==> src/rtl/sparc_exu_ecc_fixq_if.sv <==
// ---------------------------------------------------------------------------
// sparc_exu_ecc_fixq_if
// Bundles the signals of the EXU ECC fix queue into one interface.
//   Push side   : ce_vld_m, fix_rd_m, fix_win_m, fix_data_m (from ECC control)
//   Write side  : wb_fix_gnt (from IRF arbiter), fix_wen_w/rd/win/data (to IRF)
//   Status side : fixq_full, fixq_ovf, ovf_clr, ce_cnt, cnt_clr (ECL / logging)
// Modport master drives requests and grants; modport slave is the queue.
// ---------------------------------------------------------------------------
interface sparc_exu_ecc_fixq_if #(
    parameter int DW = 64,
    parameter int CW = 8
);
    logic          ce_vld_m;
    logic [4:0]    fix_rd_m;
    logic [2:0]    fix_win_m;
    logic [DW-1:0] fix_data_m;
    logic          wb_fix_gnt;
    logic          fix_wen_w;
    logic [4:0]    fix_rd_w;
    logic [2:0]    fix_win_w;
    logic [DW-1:0] fix_data_w;
    logic          fixq_full;
    logic          fixq_ovf;
    logic          ovf_clr;
    logic [CW-1:0] ce_cnt;
    logic          cnt_clr;

    modport master (
        output ce_vld_m, fix_rd_m, fix_win_m, fix_data_m, wb_fix_gnt,
               ovf_clr, cnt_clr,
        input  fix_wen_w, fix_rd_w, fix_win_w, fix_data_w, fixq_full,
               fixq_ovf, ce_cnt
    );

    modport slave (
        input  ce_vld_m, fix_rd_m, fix_win_m, fix_data_m, wb_fix_gnt,
               ovf_clr, cnt_clr,
        output fix_wen_w, fix_rd_w, fix_win_w, fix_data_w, fixq_full,
               fixq_ovf, ce_cnt
    );
endinterface

==> src/rtl/sparc_exu_ecc_fixq.sv <==
// ---------------------------------------------------------------------------
// sparc_exu_ecc_fixq
// Small FIFO of correctable-error register fixes sitting after the EXU ECC
// control stage. Each M-stage CE pushes {rd, win, corrected data}; the oldest
// entry is offered to the IRF write arbiter and retired on grant. A repeat
// fix to a register already queued overwrites that entry's data in place.
// Ports:
//   clk   - core clock
//   reset - asynchronous active-high reset, clears every register
//   bus   - sparc_exu_ecc_fixq_if.slave (push, write-port and status signals)
// ---------------------------------------------------------------------------
module sparc_exu_ecc_fixq #(
    parameter int DEPTH = 2,
    parameter int DW    = 64,
    parameter int CW    = 8
) (
    input logic                 clk,
    input logic                 reset,
    sparc_exu_ecc_fixq_if.slave bus
);
    localparam int PW   = (DEPTH > 1) ? $clog2(DEPTH) : 1;
    localparam int CNTW = $clog2(DEPTH + 1);

    logic [PW-1:0]   rd_ptr_q, rd_ptr_d;
    logic [PW-1:0]   wr_ptr_q, wr_ptr_d;
    logic [CNTW-1:0] count_q, count_d;
    logic            valid_q [DEPTH];
    logic            valid_d [DEPTH];
    logic [7:0]      key_q   [DEPTH];   // {rd, win}
    logic [7:0]      key_d   [DEPTH];
    logic [DW-1:0]   data_q  [DEPTH];
    logic [DW-1:0]   data_d  [DEPTH];
    logic            ovf_q, ovf_d;
    logic [CW-1:0]   cnt_q, cnt_d;

    logic             empty, full, pop, merge, append, drop;
    logic [DEPTH-1:0] match;
    logic [7:0]       key_m;

    assign key_m = {bus.fix_rd_m, bus.fix_win_m};
    assign empty = (count_q == '0);
    assign full  = (count_q == CNTW'(DEPTH));
    assign pop   = !empty && bus.wb_fix_gnt;

    // A head that retires this cycle cannot absorb a merge; the new fix then
    // becomes its own entry so the corrected value is still written later.
    genvar gi;
    generate
        for (gi = 0; gi < DEPTH; gi++) begin : g_match
            assign match[gi] = valid_q[gi] && (key_q[gi] == key_m) &&
                               !(pop && (rd_ptr_q == PW'(gi)));
        end
    endgenerate

    assign merge  = bus.ce_vld_m && (match != '0);
    assign append = bus.ce_vld_m && !merge && (!full || pop);
    assign drop   = bus.ce_vld_m && !merge && full && !pop;

    always_comb begin
        rd_ptr_d = rd_ptr_q;
        wr_ptr_d = wr_ptr_q;
        count_d  = count_q + CNTW'(append) - CNTW'(pop);
        ovf_d    = ovf_q;
        cnt_d    = cnt_q;
        for (int i = 0; i < DEPTH; i++) begin
            valid_d[i] = valid_q[i];
            key_d[i]   = key_q[i];
            data_d[i]  = data_q[i];
        end

        if (pop) begin
            valid_d[rd_ptr_q] = 1'b0;
            rd_ptr_d          = rd_ptr_q + 1'b1;
        end
        // Full-with-pop appends into the slot just vacated, so set after clear.
        if (append) begin
            valid_d[wr_ptr_q] = 1'b1;
            key_d[wr_ptr_q]   = key_m;
            data_d[wr_ptr_q]  = bus.fix_data_m;
            wr_ptr_d          = wr_ptr_q + 1'b1;
        end
        if (merge) begin
            for (int i = 0; i < DEPTH; i++) begin
                if (match[i]) begin
                    data_d[i] = bus.fix_data_m;
                end
            end
        end

        if (drop) begin
            ovf_d = 1'b1;
        end else if (bus.ovf_clr) begin
            ovf_d = 1'b0;
        end

        if (bus.cnt_clr) begin
            cnt_d = '0;
        end else if (bus.ce_vld_m && (cnt_q != {CW{1'b1}})) begin
            cnt_d = cnt_q + 1'b1;
        end
    end

    always_ff @(posedge clk or posedge reset) begin
        if (reset) begin
            rd_ptr_q <= '0;
            wr_ptr_q <= '0;
            count_q  <= '0;
            ovf_q    <= 1'b0;
            cnt_q    <= '0;
            for (int i = 0; i < DEPTH; i++) begin
                valid_q[i] <= 1'b0;
                key_q[i]   <= '0;
                data_q[i]  <= '0;
            end
        end else begin
            rd_ptr_q <= rd_ptr_d;
            wr_ptr_q <= wr_ptr_d;
            count_q  <= count_d;
            ovf_q    <= ovf_d;
            cnt_q    <= cnt_d;
            for (int i = 0; i < DEPTH; i++) begin
                valid_q[i] <= valid_d[i];
                key_q[i]   <= key_d[i];
                data_q[i]  <= data_d[i];
            end
        end
    end

    // Head outputs come straight from registers; zeroed while empty.
    assign bus.fix_wen_w  = !empty;
    assign bus.fix_rd_w   = empty ? 5'd0 : key_q[rd_ptr_q][7:3];
    assign bus.fix_win_w  = empty ? 3'd0 : key_q[rd_ptr_q][2:0];
    assign bus.fix_data_w = empty ? '0   : data_q[rd_ptr_q];
    assign bus.fixq_full  = full;
    assign bus.fixq_ovf   = ovf_q;
    assign bus.ce_cnt     = cnt_q;
endmodule

==> src/flat_wrapper.sv <==
// flat-port wrapper written by rule: the top's interface ports become plain ports
module sparc_exu_ecc_fixq_flat 
#(
    parameter int DEPTH = 2,
    parameter int DW    = 64,
    parameter int CW    = 8
)
  (clk, reset, bus_ce_vld_m, bus_fix_rd_m, bus_fix_win_m, bus_fix_data_m, bus_wb_fix_gnt, bus_ovf_clr, bus_cnt_clr, bus_fix_wen_w, bus_fix_rd_w, bus_fix_win_w, bus_fix_data_w, bus_fixq_full, bus_fixq_ovf, bus_ce_cnt);
  sparc_exu_ecc_fixq_if #(.DW(DW), .CW(CW)) bus_i ();
  input logic clk;
  input logic reset;
  input wire logic [$bits(bus_i.ce_vld_m)-1:0] bus_ce_vld_m;
  input wire logic [$bits(bus_i.fix_rd_m)-1:0] bus_fix_rd_m;
  input wire logic [$bits(bus_i.fix_win_m)-1:0] bus_fix_win_m;
  input wire logic [$bits(bus_i.fix_data_m)-1:0] bus_fix_data_m;
  input wire logic [$bits(bus_i.wb_fix_gnt)-1:0] bus_wb_fix_gnt;
  input wire logic [$bits(bus_i.ovf_clr)-1:0] bus_ovf_clr;
  input wire logic [$bits(bus_i.cnt_clr)-1:0] bus_cnt_clr;
  output wire logic [$bits(bus_i.fix_wen_w)-1:0] bus_fix_wen_w;
  output wire logic [$bits(bus_i.fix_rd_w)-1:0] bus_fix_rd_w;
  output wire logic [$bits(bus_i.fix_win_w)-1:0] bus_fix_win_w;
  output wire logic [$bits(bus_i.fix_data_w)-1:0] bus_fix_data_w;
  output wire logic [$bits(bus_i.fixq_full)-1:0] bus_fixq_full;
  output wire logic [$bits(bus_i.fixq_ovf)-1:0] bus_fixq_ovf;
  output wire logic [$bits(bus_i.ce_cnt)-1:0] bus_ce_cnt;
  assign bus_i.ce_vld_m = bus_ce_vld_m;
  assign bus_i.fix_rd_m = bus_fix_rd_m;
  assign bus_i.fix_win_m = bus_fix_win_m;
  assign bus_i.fix_data_m = bus_fix_data_m;
  assign bus_i.wb_fix_gnt = bus_wb_fix_gnt;
  assign bus_i.ovf_clr = bus_ovf_clr;
  assign bus_i.cnt_clr = bus_cnt_clr;
  assign bus_fix_wen_w = bus_i.fix_wen_w;
  assign bus_fix_rd_w = bus_i.fix_rd_w;
  assign bus_fix_win_w = bus_i.fix_win_w;
  assign bus_fix_data_w = bus_i.fix_data_w;
  assign bus_fixq_full = bus_i.fixq_full;
  assign bus_fixq_ovf = bus_i.fixq_ovf;
  assign bus_ce_cnt = bus_i.ce_cnt;
  sparc_exu_ecc_fixq #(.DEPTH(DEPTH), .DW(DW), .CW(CW)) u_core (.clk(clk), .reset(reset), .bus(bus_i));
endmodule
==> config.mk <==
export PLATFORM = sky130hd
export DESIGN_NAME = sparc_exu_ecc_fixq_flat
export DESIGN_NICKNAME = d
export VERILOG_FILES = /design/src/rtl/sparc_exu_ecc_fixq_if.sv /design/src/rtl/sparc_exu_ecc_fixq.sv /design/src/flat_wrapper.sv
export SDC_FILE = /design/constraint.sdc
export NUM_CORES = 1
export LEC_CHECK = 0
export ABC_AREA = 1
export CORE_MARGIN = 5
export CORE_UTILIZATION = 29
export CTS_CLUSTER_SIZE = 12
export DETAILED_ROUTE_END_ITERATION = 7
export GPL_TIMING_DRIVEN = 0
export PLACE_DENSITY_LB_ADDON = 0.05
export SLEW_MARGIN = 10
export SYNTH_ARGS = -nofsm -noshare
export SYNTH_HDL_FRONTEND = slang
export SYNTH_SLANG_ARGS = --single-unit
export TNS_END_PERCENT = 100
==> constraint.sdc <==
create_clock -name clk -period 8.8 [get_ports clk]
set_input_delay 1.32 -clock clk [delete_from_list [all_inputs] [get_ports clk]]
set_output_delay 1.32 -clock clk [all_outputs]
set_load 0.005 [all_outputs]
==> run metrics <==
status finished clean; RSZ-0062 raised after global routing false; cell taking the most area after synthesis dfrtp_1; TritonCTS Buffers 17; first-pass GRT wire length around 66 mm; Cell Pwr Density about 360 nW/um^2; Cell Rows 70; clock latency at the later pin of the worst-skew pair 450 ps; Util after Layout 0.3716; PostCTS Resize Cnt 0; hold_buf cts 0; Slew Viols, Final 0; Worst-path clk slew 60 ps; CP Launch Type register; Post-Synthesis Cells 1613; syn_nets 1693; htree depth 4; fin nets 1873; fin cells 2273; DR iter-0 viols 891; top cell type's share of synthesized area 0.3674; DRT Wirelength ~42 mm; Area Overhead vs Synth 25.93%; post-CTS setup buffers 0; largest net degree at the start of global routing between 90 and 100; CP max stage delay 680 ps; average cell area after synthesis 6.714 um^2; initial antenna violation count 2; Synth Warn # 0; Hold Crit Class reg2reg; gr usage total 0.2020; global placer's final weighted congestion 0.7895; fraction of layout cells with a size suffix above 1 0.05097; Clock Sinks 159; Worst Path Class, Setup reg2out; Max-Cap Viols 0; number of diodes 0; Max FO, Critical Path 10; Starting Density 0.2951; number of synthesized register bits 159; GR Overflow Total 0; WL/cell 18.51 um; cell mode on critical path clkbuf_1; TritonRoute pass-1 iters 8; vias in the first global route 11241; Clock Skews 13.45 ps; Worst EP required between 7000 and 8000 ps; Max VDD drop between 0.15 and 0.2 mV; I/O pin total 161; sequential area share after synthesis 0.3674; final worst path period share 0.5232; Die Area 41310 um^2; Pleak around 6.7 nW; Longest Clk Path Bufs 2; antenna-violating nets left 0; Die X 203.2 um; Peak Freq ~220 MHz; fill count 3927; Yosys cell types 25; synthesized cell area 10830 um^2; placed cell count 2242; total number of vias 11459; CP cell instances inv_2, nand2_1, clkbuf_1, clkbuf_1, o21ai_0, a21oi_1, clkdlybuf4s50_1; Final Hold Fails 0; core area approximately 37000 um^2; Worst EP arrival about 3300 ps; measured slew at the worst slew-check pin 953.1 ps; # port buffers 160; relative slew slack 0.3646; Final min period 4604 ps; Die H 203.2 um; critical-path cell with the highest stage delay clkbuf_1; # DRC 0; dpl hpwl between 20 and 30 mm; CTS root buf clkbuf_16; final setup vio count 0; Critical Path Sink Type primary output; TritonCTS clock tree done; drt via density 5.041; synth top area cells dfrtp_1, nand2_1, nand4_1
==> synth_stat cells <==
cell      count
o21ai_0      97
buf_2        41
mux2i_1      64
o21ai_1       1
buf_4         2
a21oi_1     142
clkbuf_1     63
inv_2         7
nand2_2       1
ha_1          2
buf_1        16
inv_1       167
nor2_1       87
nand3_1     135
dfrtp_1     159
nand4_4       1
a211oi_1      1
and3_1        1
nor2_4        2
buf_6         8
nand2_1     480
nand4_1     130
xor2_1        3
nor3_1        2
o22ai_1       1
==> cell families (layout without fill, tap and decap cells) <==
family / Yosys count / count (layout) / share of synthesized area
AO/OA/AOI/OAI: 242 / 242 / 0.1122
XOR/XNOR: 3 / 3 / 0.002427
adder cells (fa/ha/maj): 2 / 2 / 0.002310
buffers and inverters: 304 / 496 / 0.1164
flip-flops: 159 / 159 / 0.3674
multiplexers: 64 / 64 / 0.05916
AND/OR/NAND/NOR: 839 / 839 / 0.3402
==> flip-flops by register name, summed over array words and instances (netlist names) <==
register	cells
u_core.key_q	16
u_core.wr_ptr_q	1
u_core.data_q	128
u_core.bus.fixq_ovf	1
u_core.bus.ce_cnt	8
u_core.count_q	2
u_core.valid_q	2
u_core.rd_ptr_q	1
==> worst max-delay path, delay by kind of cell (launching register included) <==
kind / cells / cell delay [ps]
and+or+nand+nor: 1 / 70
DFF: 1 / 400
buffers and inverters: 4 / 1830
AOI/OAI and AO/OA: 2 / 550
==> power breakdown <==
group          switching [mW]  leakage [nW]  total (mW)  internal (mW)
sequential              0.169          1.80        1.24           1.07
combinational            1.63          4.56        2.87           1.24
clock                   0.332         0.293       0.785          0.453
==> cell usage in the layout, fill, tap and decap left out <==
cell	n
inv_2	7
mux2i_1	64
nand3_1	135
clkbuf_1	66
clkbuf_8	5
clkbuf_16	17
o21ai_0	97
nand4_1	130
clkdlybuf4s50_1	160
o21ai_1	1
inv_8	1
inv_1	166
clkinv_2	4
and3_1	1
buf_2	41
bufinv_16	2
nand2_1	480
buf_16	1
nor2_4	2
nor3_1	2
a21oi_1	142
nand2_2	1
a211oi_1	1
nor2_1	87
xor2_1	3
nand4_4	1
buf_6	8
dfrtp_1	159
buf_4	2
ha_1	2
buf_1	16
o22ai_1	1
==> final timing paths <==
kind                                    from                 to  slack (ps)  depth (start not counted)
min in group asynchronous              reset  u_core.data_q[46]        1350                          2
min reg2reg                u_core.valid_q[0]  u_core.valid_q[0]         530                          2
min                        u_core.valid_q[0]  u_core.valid_q[0]         530                          2
max in group asynchronous              reset    u_core.key_q[0]        6540                          3
max reg2reg                  u_core.rd_ptr_q  u_core.data_q[13]        6350                         10
max                        u_core.count_q[1]  bus_fix_data_w[2]        4200                          7
==> layer usage <==
layer | track usage | vias to the layer above | wire (um)
li1 | - | 5656 | -
met1 | 0.2858 | 5447 | 20180
met2 | 0.3191 | 307 | 19080
met3 | 0.04150 | 45 | 2209
met4 | 0.04601 | 4 | 576
met5 | 0 | - | 21
==> through the flow <==
stage	hold WS [ps]	TNS, ps	setup WS (ps)	power (mW)	area (um^2)
after floorplan	453.1	0	3188	2.871	10830
after detailed placement	518.7	0	4669	4.127	13050
after global routing	576.1	0	4022	5.324	13640
after CTS	535.4	0	4178	4.938	13640
after global placement	508.0	-31700	-222.6	4.102	13020
final	529.6	0	4196	4.887	13640
==> layout make-up <==
type	count	area [um^2]	share of cell area
Sequential cell	159	3979	0.2918
Clock inverter	6	80.08	0.005872
Tap cell	468	585.6	0.04294
Multi-Input combinational cell	1150	5590	0.4099
Timing Repair Buffer	161	1629	0.1195
Buffer	130	606.8	0.04450
Clock buffer	25	505.5	0.03707
Inverter	174	660.6	0.04844
(Power assumes the default switching activity.)
